File: src/rtl/imem_if.sv
// Instruction memory request/ready bus.
// Master issues req/addr; slave answers with ready/rdata.
interface imem_if;
  logic        req;
  logic [31:0] addr;
  logic        ready;
  logic [31:0] rdata;

  modport master (
    output req, addr,
    input  ready, rdata
  );

  modport slave (
    input  req, addr,
    output ready, rdata
  );
endinterface

File: src/rtl/if_fetch_ctrl.sv
// Fetch sequencer: owns the PC, talks to imem,
// and drives PCIn/instruction/freeze/flush of the IF reg.
module if_fetch_ctrl #(
  parameter logic [31:0] RESET_PC   = 32'h0,
  parameter int          WAIT_LIMIT = 255
) (
  input  logic        clk,
  input  logic        rst,
  input  logic        hazard,
  input  logic        branch_taken,
  input  logic [31:0] branch_addr,
  imem_if.master      imem,
  output logic [31:0] if_pc,
  output logic [31:0] if_instr,
  output logic        if_freeze,
  output logic        if_flush,
  output logic        fetch_err
);

  typedef enum logic [1:0] {
    BOOT, FETCH, HOLD, DRAIN
  } state_t;

  localparam logic [7:0] LIMIT = 8'(WAIT_LIMIT);

  state_t      state, state_n;
  logic [31:0] pc, pc_n;
  logic [31:0] req_addr, req_n;
  logic [31:0] hold_buf, hold_n;
  logic [7:0]  wait_cnt, cnt_n, cnt_inc;
  logic        err_q;
  logic        lim_hit;
  logic [31:0] pc4;

  assign pc4      = pc + 32'd4;
  assign cnt_inc  = (wait_cnt == 8'hFF) ? wait_cnt
                                        : wait_cnt + 8'd1;
  assign lim_hit  = (wait_cnt == LIMIT);
  assign fetch_err = err_q | lim_hit;

  // State, PC, capture buffers and sticky watchdog flag.
  always_ff @(posedge clk or negedge rst) begin
    if (!rst) begin
      state    <= BOOT;
      pc       <= RESET_PC;
      req_addr <= 32'h0;
      hold_buf <= 32'h0;
      wait_cnt <= 8'h0;
      err_q    <= 1'b0;
    end else begin
      state    <= state_n;
      pc       <= pc_n;
      req_addr <= req_n;
      hold_buf <= hold_n;
      wait_cnt <= cnt_n;
      err_q    <= err_q | lim_hit;
    end
  end

  // Next state and IF-reg/imem controls; branch beats hazard.
  always_comb begin
    state_n   = state;
    pc_n      = pc;
    req_n     = req_addr;
    hold_n    = hold_buf;
    cnt_n     = 8'h0;
    imem.req  = 1'b0;
    imem.addr = pc;
    if_freeze = 1'b0;
    if_flush  = 1'b0;
    if_pc     = req_addr + 32'd4;
    if_instr  = 32'h0;
    unique case (state)
      BOOT: begin
        if_flush = 1'b1;
        state_n  = FETCH;
      end
      FETCH: begin
        imem.req = 1'b1;
        req_n    = pc;
        if (imem.ready) begin
          if (branch_taken) begin
            pc_n     = branch_addr;
            if_flush = 1'b1;
          end else if (hazard) begin
            hold_n    = imem.rdata;
            if_freeze = 1'b1;
            state_n   = HOLD;
          end else begin
            if_instr = imem.rdata;
            if_pc    = pc4;
            pc_n     = pc4;
          end
        end else if (branch_taken) begin
          pc_n     = branch_addr;
          if_flush = 1'b1;
          state_n  = DRAIN;
        end else begin
          cnt_n = cnt_inc;
          if (hazard) if_freeze = 1'b1;
          else        if_flush  = 1'b1;
        end
      end
      HOLD: begin
        if (branch_taken) begin
          pc_n     = branch_addr;
          if_flush = 1'b1;
          state_n  = FETCH;
        end else if (hazard) begin
          if_freeze = 1'b1;
        end else begin
          if_instr = hold_buf;
          if_pc    = pc4;
          pc_n     = pc4;
          state_n  = FETCH;
        end
      end
      DRAIN: begin
        imem.req  = 1'b1;
        imem.addr = req_addr;
        if_flush  = 1'b1;
        if (branch_taken) pc_n = branch_addr;
        if (imem.ready) state_n = FETCH;
        else            cnt_n   = cnt_inc;
      end
      default: state_n = BOOT;
    endcase
  end

endmodule

File: src/flat_wrapper.sv
// flat-port wrapper written by rule: the top's interface ports become plain ports
module if_fetch_ctrl_flat 
#(
  parameter logic [31:0] RESET_PC   = 32'h0,
  parameter int          WAIT_LIMIT = 255
)
  (clk, rst, hazard, branch_taken, branch_addr, if_pc, if_instr, if_freeze, if_flush, fetch_err, imem_req, imem_addr, imem_ready, imem_rdata);
  imem_if imem_i ();
  input  logic clk;
  input  logic rst;
  input  logic hazard;
  input  logic branch_taken;
  input  logic [31:0] branch_addr;
  output logic [31:0] if_pc;
  output logic [31:0] if_instr;
  output logic if_freeze;
  output logic if_flush;
  output logic fetch_err;
  output wire logic [$bits(imem_i.req)-1:0] imem_req;
  output wire logic [$bits(imem_i.addr)-1:0] imem_addr;
  input wire logic [$bits(imem_i.ready)-1:0] imem_ready;
  input wire logic [$bits(imem_i.rdata)-1:0] imem_rdata;
  assign imem_req = imem_i.req;
  assign imem_addr = imem_i.addr;
  assign imem_i.ready = imem_ready;
  assign imem_i.rdata = imem_rdata;
  if_fetch_ctrl #(.RESET_PC(RESET_PC), .WAIT_LIMIT(WAIT_LIMIT)) u_core (.clk(clk), .rst(rst), .hazard(hazard), .branch_taken(branch_taken), .branch_addr(branch_addr), .imem(imem_i), .if_pc(if_pc), .if_instr(if_instr), .if_freeze(if_freeze), .if_flush(if_flush), .fetch_err(fetch_err));
endmodule
File: config.mk
export PLATFORM = sky130hd
export DESIGN_NAME = if_fetch_ctrl_flat
export DESIGN_NICKNAME = d
export VERILOG_FILES = /design/src/rtl/imem_if.sv /design/src/rtl/if_fetch_ctrl.sv /design/src/flat_wrapper.sv
export SDC_FILE = /design/constraint.sdc
export NUM_CORES = 1
export LEC_CHECK = 0
export ABC_CLOCK_PERIOD_IN_PS = 3850
export CAP_MARGIN = 20
export CORE_MARGIN = 5
export CORE_UTILIZATION = 35
export DETAILED_ROUTE_END_ITERATION = 12
export PLACE_DENSITY = 0.66
export SYNTH_ARGS = -nofsm -noshare
export SYNTH_HDL_FRONTEND = slang
export SYNTH_SLANG_ARGS = --single-unit
export TNS_END_PERCENT = 20
File: constraint.sdc
create_clock -name clk -period 3.85 [get_ports clk]
set_input_delay 0.77 -clock clk [delete_from_list [all_inputs] [get_ports clk]]
set_output_delay 0.77 -clock clk [all_outputs]
set_load 0.02 [all_outputs]
Word-level counts from Yosys, hierarchy flattened

Cells that the tools add are included.

Flip-flop bits (word level): 107
Output and inout bits: 100

Add/subtract/negate cells: 3
Equal/unequal tests: 9
Mux-type cells: 38
Bitwise operators: 2
Reduce and logical (&&, ||, !) cells: 7

Operator list:

| operator                | count |
|---|---|
| $mux W32                | 13 |
| $pmux W32 S2            | 2 |
| $pmux W32 S3            | 1 |
| $add A32 B3 Y32 const B | 2 |
| $mux W8                 | 4 |
| $pmux W8 S2             | 1 |
| $mux W2                 | 7 |
| $ne A3 B3 Y1 const B    | 4 |
| $add A8 B1 Y8 const B   | 1 |
| $eq A8 B8 Y1 const B    | 1 |
| $mux W1                 | 8 |
| $pmux W2 S4             | 1 |
| $reduce_or A2 Y1        | 3 |
| $reduce_and A5 Y1       | 1 |
| $eq A2 B2 Y1 const B    | 2 |
| $reduce_and A4 Y1       | 1 |
| $pmux W1 S3             | 1 |
| $reduce_bool A3 Y1      | 1 |
| $eq A2 B1 Y1 const B    | 1 |
| $logic_not A2 Y1        | 1 |
| $ne A2 B2 Y1 const B    | 1 |
| $not A1 Y1              | 1 |
| $or A1 B1 Y1            | 1 |

Logic depth before layout (Yosys ltp)

Gate-level depths: netlist of the first run.

Depth in word-level cells: 5
Gate-level depth with buffers: 8

Worst setup path before layout of the first run

No wires, ideal clock.

Kind: input to output
From: in branch_taken
To: out if_pc[13]
Arrival: 2150 ps
Slack: 930 ps
Cell stages on the path: 6
Path buffers: 3
Path through: buf_2 > or2_0 > buf_2 > or2_0 > clkbuf_1 > o22ai_1

Word-level cells in the longest chain between the ends: 3

Ends and longest elaborated chain:

| what               | RTL line            | source |
|---|---|---|
| start: declaration | flat_wrapper.sv:12  | `input logic branch_taken;` |
| $mux W32 *         | if_fetch_ctrl.sv:82 | `if (branch_taken) begin` |
| $mux W32           | if_fetch_ctrl.sv:81 | `if (imem.ready) begin` |
| $pmux W32 S2 *     | if_fetch_ctrl.sv:73 | `unique case (state)` |
| end: declaration   | flat_wrapper.sv:14  | `output logic [31:0] if_pc;` |

Mark *: on every way between the ends. The rest lies on a longest branch, timed or not.

Final worst setup path of the first run

From: in imem_ready
To: out if_pc[30]

Word-level cells in the longest chain between the ends: 2

Ends and longest elaborated chain:

| what               | RTL line            | source |
|---|---|---|
| start: declaration | flat_wrapper.sv:21  | `input wire logic [$bits(imem_i.ready)-1:0] imem_ready;` |
| $mux W32           | if_fetch_ctrl.sv:81 |  |
| $pmux W32 S2       | if_fetch_ctrl.sv:73 |  |

Every way passes these cells.

==> flow_metrics.tcl, run 1 <==
set metrics [dict create \
    status "finished clean" \
    clkTransAtPathRegs_ns 0.07 \
    synth_nets 869 \
    synth-edff-count 0 \
    start_util_pct 35.4 \
    first_global_vias 7025 \
    io_buffers 168 \
    cts_root_buf "clkbuf_16" \
    path_class "primary input to primary output" \
    cp-end-kind "primary output" \
    clockBufferDepth 2 \
    antenna_found_initial 3 \
    drtAntennaViolNets 0 \
    multiInputGateArea_sq_um 4420 \
    drt_drc_violations_left 0 \
    num_vias 6936 \
    routed_wl_microns 24900 \
    htreeDepth 3 \
    synth_top_area_cell "dfrtp_1" \
    irDropWorstVdd_mv 0.312 \
    grt_setup_unrepaired "true" \
    ys_warn_count 0 \
    hold_viol 0 \
    regArea_sq_um 2680 \
    ys.flop_type "dfrtp_1" \
    via_per_inst 5.66 \
    finalCriticalPeriod_ns 3.73 \
    crit_end "if_pc[30]" \
    worstMarginPinSlew_ns 0.809 \
    fill_cells 2091 \
    skew_ns 0.00829 \
    place_hpwl_microns 18300 \
    coreArea_sq_um 21000 \
    r2r_cells 9 \
    utilization_pct 46.8 \
    die_h_microns 156 \
    hold_class "register to register" \
    cts_tree "built" \
    ys_seq_elements 107 \
    track_usage_pct 20.2 \
    synthDistinctLibCells 78 \
    crit_cells 7 \
    drtIter0Drc 459 \
    nNetsFinal 1024 \
    static-leakage-power_nw 3.83 \
    fmax_mhz 268 \
    drv_cap 0 \
    ys_async_sr_fraction_pct 100 \
    powerDensity_nw_per_um2 818 \
    synthCells 793 \
    slew_headroom_pct 45.7 \
    instances_no_fill 1226 \
    drive_above_1_share_pct 18.3 \
    synth_area_leaders "dfrtp_1 36%, mux2_2 14%, xor2_1 5.1%" \
    area_growth_pct 32.2 \
    slowest_stage "clkdlybuf4s50_1" \
    gp_congestion 0.921 \
    grt_pass1_wl_microns 39300 \
    crit_chain "clkdlybuf4s50_1, and2_1, o21ai_2, or2_0, buf_4, o22ai_1, clkdlybuf4s50_1" \
    cts_sinks 107 \
    path_buf_inv 3 \
    slowest_delay_ns 0.63 \
    grt_max_degree 59 \
    wire_per_inst_microns 20.3 \
    synthesis.area_sq_um 7420 \
    cp_top_family "buffers and inverters" \
    rows 53 \
    ys_top_cells_by_count "107 x dfrtp_1, 92 x mux2_2, 68 x nor2_1, 53 x nand2_1, 43 x xor2_1" \
    critPathArrivalTime_ns 2.96 \
    timing.final.crit_share_pct 97.0 \
    slew_violations 0 \
    cpMostUsedCell "clkdlybuf4s50_1" \
    r2r_end "u_core.pc[24]" \
    start_kind "primary input" \
    r2r-start "u_core.state[0]" \
    dpl.cell_count 1212 \
    diodes 0 \
    numCtsBuffers 9 \
    crit_fanout 17 \
    synth_top_area_share_pct 36.1 \
    num_io_pins 169 \
    die_w_microns 156 \
    syn-mean-instance-area_sq_um 9.35 \
    first_pass_iters 5 \
    setup_viol 0 \
    yosysMostFrequentCell "dfrtp_1" \
    synth-seq-area-share_pct 36.1 \
    reg2reg_slack_ns 1.12 \
    startpoint "imem_ready" \
    grt-ovfl-total 0 \
    clk_latency_ns 0.35 \
    die-area_sq_um 24200 \
    cp.required_ns 3.08 \
]
cells by family after synthesis:
family | count (synthesis) | share of synthesized area, %
xor gates and xnor gates | 59 | 6.97
muxes | 99 | 14.9
and+or+nand+nor | 252 | 18.7
AOI/OAI and AO/OA | 192 | 17.8
adders and majority gates | 7 | 1.18
DFF | 107 | 36.1
buffers and inverters | 77 | 4.32
worst register-to-register path: stages (launching register included):
cell	delay, ns
dfrtp_1	0.42
inv_1	0.10
ha_1	0.30
buf_4	0.46
o21bai_2	0.15
nor2_2	0.31
o21ai_1	0.21
buf_4	0.23
a21o_1	0.16
a221o_1	0.28
flip-flops by register name (all words and copies together) (netlist names):
signal / cells
u_core.hold_buf: 32
u_core.pc: 32
u_core.req_addr: 32
u_core.wait_cnt: 8
u_core.state: 2
u_core.err_q: 1
worst min-delay path by stage:
stage	start	end	slack [ns]	cells after the start
after detailed placement	u_core.err_q	u_core.err_q	0.45	1
after floorplan	rst	u_core.err_q	0.47	0
after global placement	u_core.err_q	u_core.err_q	0.45	1
after global routing	u_core.hold_buf[15]	u_core.hold_buf[15]	0.52	1
after CTS	u_core.err_q	u_core.err_q	0.47	1
final	u_core.err_q	u_core.err_q	0.46	1
what timing repair did:
| item | CTS | global route |
|---|---|---|
| hold buffers | 0 | 0 |
| endpoints found under the hold margin | 0 | 0 |
| gates resized for setup | 0 | 4 |
| buffers inserted | 0 | 0 |
| endpoints found under the setup margin | 0 | 7 |
power by group:
group / total (mW) / internal, mW / switching, mW / leakage (nW)
Combinational: 4.81 / 2.34 / 2.47 / 2.38
Sequential: 2.27 / 1.62 / 0.647 / 1.31
Clock: 0.942 / 0.514 / 0.428 / 0.141
Total: 8.02 / 4.48 / 3.54 / 3.83
cell type report:
class	count	area share, %
Clock inverter	3	0.408
Tap cell	275	3.51
Multi-Input combinational cell	609	45.1
Timing Repair Buffer	209	20.7
Clock buffer	11	2.48
Inverter	12	0.459
Sequential cell	107	27.3
layer usage:
metal	share of wire (%)	routed length (microns)	vias to the layer above	global-route usage (%)
met5	0.18	46	-	0
li1	-	-	3243	-
met3	9.3	2310	44	6.52
met4	3.2	794	6	7.71
met1	42	10400	3348	26.3
met2	46	11400	295	31.6
placed cells by master (no fill, tap or decap), types with 10 or more instances in the layout:
cell / n
a21oi_1: 22
a22oi_1: 40
and2_1: 10
and3_1: 13
buf_4: 39
clkdlybuf4s50_1: 165
dfrtp_1: 105
inv_1: 12
mux2_2: 92
nand2_1: 53
nand3_1: 22
nand4_1: 26
nor2_1: 68
o21ai_0: 34
o22ai_1: 30
xnor2_1: 16
xor2_1: 43
stage by stage:
| step | instance area, sq um | setup TNS, ns | setup slack [ns] | hold WS [ns] | power [mW] |
|---|---|---|---|---|---|
| after floorplan | 7420 | 0 | 0.930 | 0.472 | 5.11 |
| after global placement | 9520 | 0 | 0.163 | 0.449 | 7.04 |
| after detailed placement | 9520 | 0 | 0.0989 | 0.451 | 7.10 |
| after CTS | 9800 | 0 | 0.0564 | 0.471 | 8.07 |
| after global routing | 9810 | -0.00342 | -0.00342 | 0.523 | 8.52 |
| final | 9810 | 0 | 0.116 | 0.464 | 8.02 |
Note: power is estimated with default switching activity, not from simulation.
==> inputs of run 2 (changes only) <==
--- a/config.mk
+++ b/config.mk
@@ -10,6 +10,7 @@
 export CORE_MARGIN = 5
 export CORE_UTILIZATION = 35
 export DETAILED_ROUTE_END_ITERATION = 12
+export GPL_ROUTABILITY_DRIVEN = 0
 export PLACE_DENSITY = 0.66
 export SYNTH_ARGS = -nofsm -noshare
 export SYNTH_HDL_FRONTEND = slang
==> results of run 2 <==
The final DEF is identical to that of run 1; final timing and power are the same.
==> inputs of run 3 (changes only) <==
--- a/config.mk
+++ b/config.mk
@@ -7,11 +7,12 @@
 export LEC_CHECK = 0
 export ABC_CLOCK_PERIOD_IN_PS = 3850
 export CAP_MARGIN = 20
-export CORE_MARGIN = 5
+export CORE_MARGIN = 10
 export CORE_UTILIZATION = 35
 export DETAILED_ROUTE_END_ITERATION = 12
 export GPL_ROUTABILITY_DRIVEN = 0
 export PLACE_DENSITY = 0.66
+export SLEW_MARGIN = 25
 export SYNTH_ARGS = -nofsm -noshare
 export SYNTH_HDL_FRONTEND = slang
 export SYNTH_SLANG_ARGS = --single-unit
==> run 3 against run 2 <==
Flip-flop and latch count unchanged. Sequential share of layout area decreased by 0.10 points. Largest cell class unchanged. Clock-buffer cell count is 2 lower. Clock power grew 3.2%. Highest routed layer unchanged. Sequential power about the same. Critical path type unchanged. Final area is 0.33% higher.
==> flow_metrics.tcl, run 3 (synthesized netlist as in run 1, its figures left out) <==
set metrics [dict create \
    grt_max_degree 59 \
    place_ws_ns 0.107 \
    die_h_microns 166 \
    crit_fanout 17 \
    timing.final.crit_share_pct 96.4 \
    antenna_found_initial 5 \
    nNetsFinal 1026 \
    htreeDepth 3 \
    start_util_pct 35.4 \
    cp.required_ns 3.08 \
    first_global_vias 6941 \
    setup_viol 0 \
    utilization_pct 46.9 \
    critPathArrivalTime_ns 2.94 \
    drv_cap 0 \
    coreArea_sq_um 21000 \
    cp-end-kind "primary output" \
    static-leakage-power_nw 3.82 \
    die-area_sq_um 27400 \
    largest_registers "u_core.hold_buf (32), u_core.pc (32), u_core.req_addr (32)" \
    start_kind "primary input" \
    clk_latency_ns 0.36 \
    hold_class "primary input to asynchronous set/reset pin" \
    area_growth_pct 32.6 \
    grt_setup_unrepaired "false" \
    via_per_inst 5.68 \
    num_vias 6996 \
    slew_headroom_pct 49.1 \
    clockBufferDepth 2 \
    die_w_microns 166 \
    drt_drc_violations_left 0 \
    worstMarginPinSlew_ns 0.758 \
    holdWs_ns 0.450 \
    place_hpwl_microns 19000 \
    layout_common_cells "167 x clkdlybuf4s50_1, 106 x dfrtp_1, 92 x mux2_2" \
    io_buffers 168 \
    numCtsBuffers 9 \
    hold_viol 0 \
    cts_root_buf "clkbuf_16" \
    finalCriticalPeriod_ns 3.71 \
    drtIter0Drc 572 \
    status "finished clean" \
    track_usage_pct 18.4 \
    rows 53 \
    clkTransAtPathRegs_ns 0.08 \
    grt_pass1_wl_microns 39900 \
    powerDensity_nw_per_um2 820 \
    slew_violations 0 \
    cts-hold-fix-buffers 0 \
    grt-ovfl-total 0 \
    drtAntennaViolNets 0 \
    wire_per_inst_microns 20.8 \
    finalSetupTns_ns 0 \
    first_pass_iters 6 \
    irDropWorstVdd_mv 0.309 \
    num_io_pins 169 \
    path_class "primary input to primary output" \
    routed_wl_microns 25600 \
    drive_above_1_share_pct 18.6 \
    final_common_cell "clkdlybuf4s50_1" \
    skew_ns 0.0102 \
    cts_sinks 107 \
    cts_tree "built" \
    fmax_mhz 270 \
    layout_setup_ws_ns 0.140 \
]
run 3: cell types whose count changed in the layout (fill, tap and decap cells not counted), sizes merged:
cell / previous run / this run
dlymetal6s2s: 2 / 0
diode: 0 / 1
buf: 42 / 44
clkinv: 2 / 4
clkdlybuf4s50: 165 / 167
clkbuf: 11 / 9
inv: 12 / 14
run 3: path summary, 6_finish.rpt:
check | from | to | slack, ns | cells past startpoint
min | rst | u_core.req_addr[24] | 0.45 | 1
min in group clk | u_core.err_q | u_core.err_q | 0.47 | 1
max in group asynchronous | rst | u_core.hold_buf[4] | 2.63 | 2
min reg2reg | u_core.err_q | u_core.err_q | 0.47 | 1
max reg2reg | u_core.state[0] | u_core.pc[24] | 1.07 | 9
max | branch_taken | if_pc[4] | 0.14 | 8
run 3: area by class of cell:
type	count	area, sq um
timing repair buffer	211	2040
sequential	107	2680
multi-input combinational	609	4420
fill	2089	11100
inverter	12	45.0
antenna	1	2.50
tap	275	344
clock buffer	9	225
clock inverter	7	75.1
run 3: critical path, stage by stage:
cell and delay [ns]:
clkdlybuf4s50_1 0.65, or2_0 0.18, buf_4 0.26, nor2_1 0.12, o21ai_0 0.16, nand2_1 0.06, o31ai_1 0.07, clkdlybuf4s50_1 0.67
run 3: metrics by stage:
stage                     cell area (sq um)  cells  power [mW]
after floorplan                        7420    793        5.11
after global placement                 9530   1214        7.07
after detailed placement               9530   1214        7.13
after CTS                              9830   1230        8.13
after global routing                   9840   1230        8.60
final                                  9840   1231        8.07
run 3: repair_timing:
item                                    CTS  global route
hold endpoints to repair                  0             0
endpoints found under the setup margin    0             4
gates resized for setup                   0             2
setup buffers                             0             0
run 3: per-layer routing:
layer  track usage, %  vias up  routed length (microns)  part of all wire [%]
li1                 -     3253                        -                     -
met1             23.1     3424                    10500                    41
met2             29.5      274                    12000                    47
met3             6.52       37                     2600                    10
met4             4.99        8                      471                   1.8
met5                0        -                       50                  0.20
run 3: power by group:
part / total (mW) / switching [mW] / leakage [nW] / internal (mW)
registers: 2.27 / 0.648 / 1.31 / 1.62
logic: 4.83 / 2.48 / 2.36 / 2.35
clock network: 0.972 / 0.462 / 0.150 / 0.510
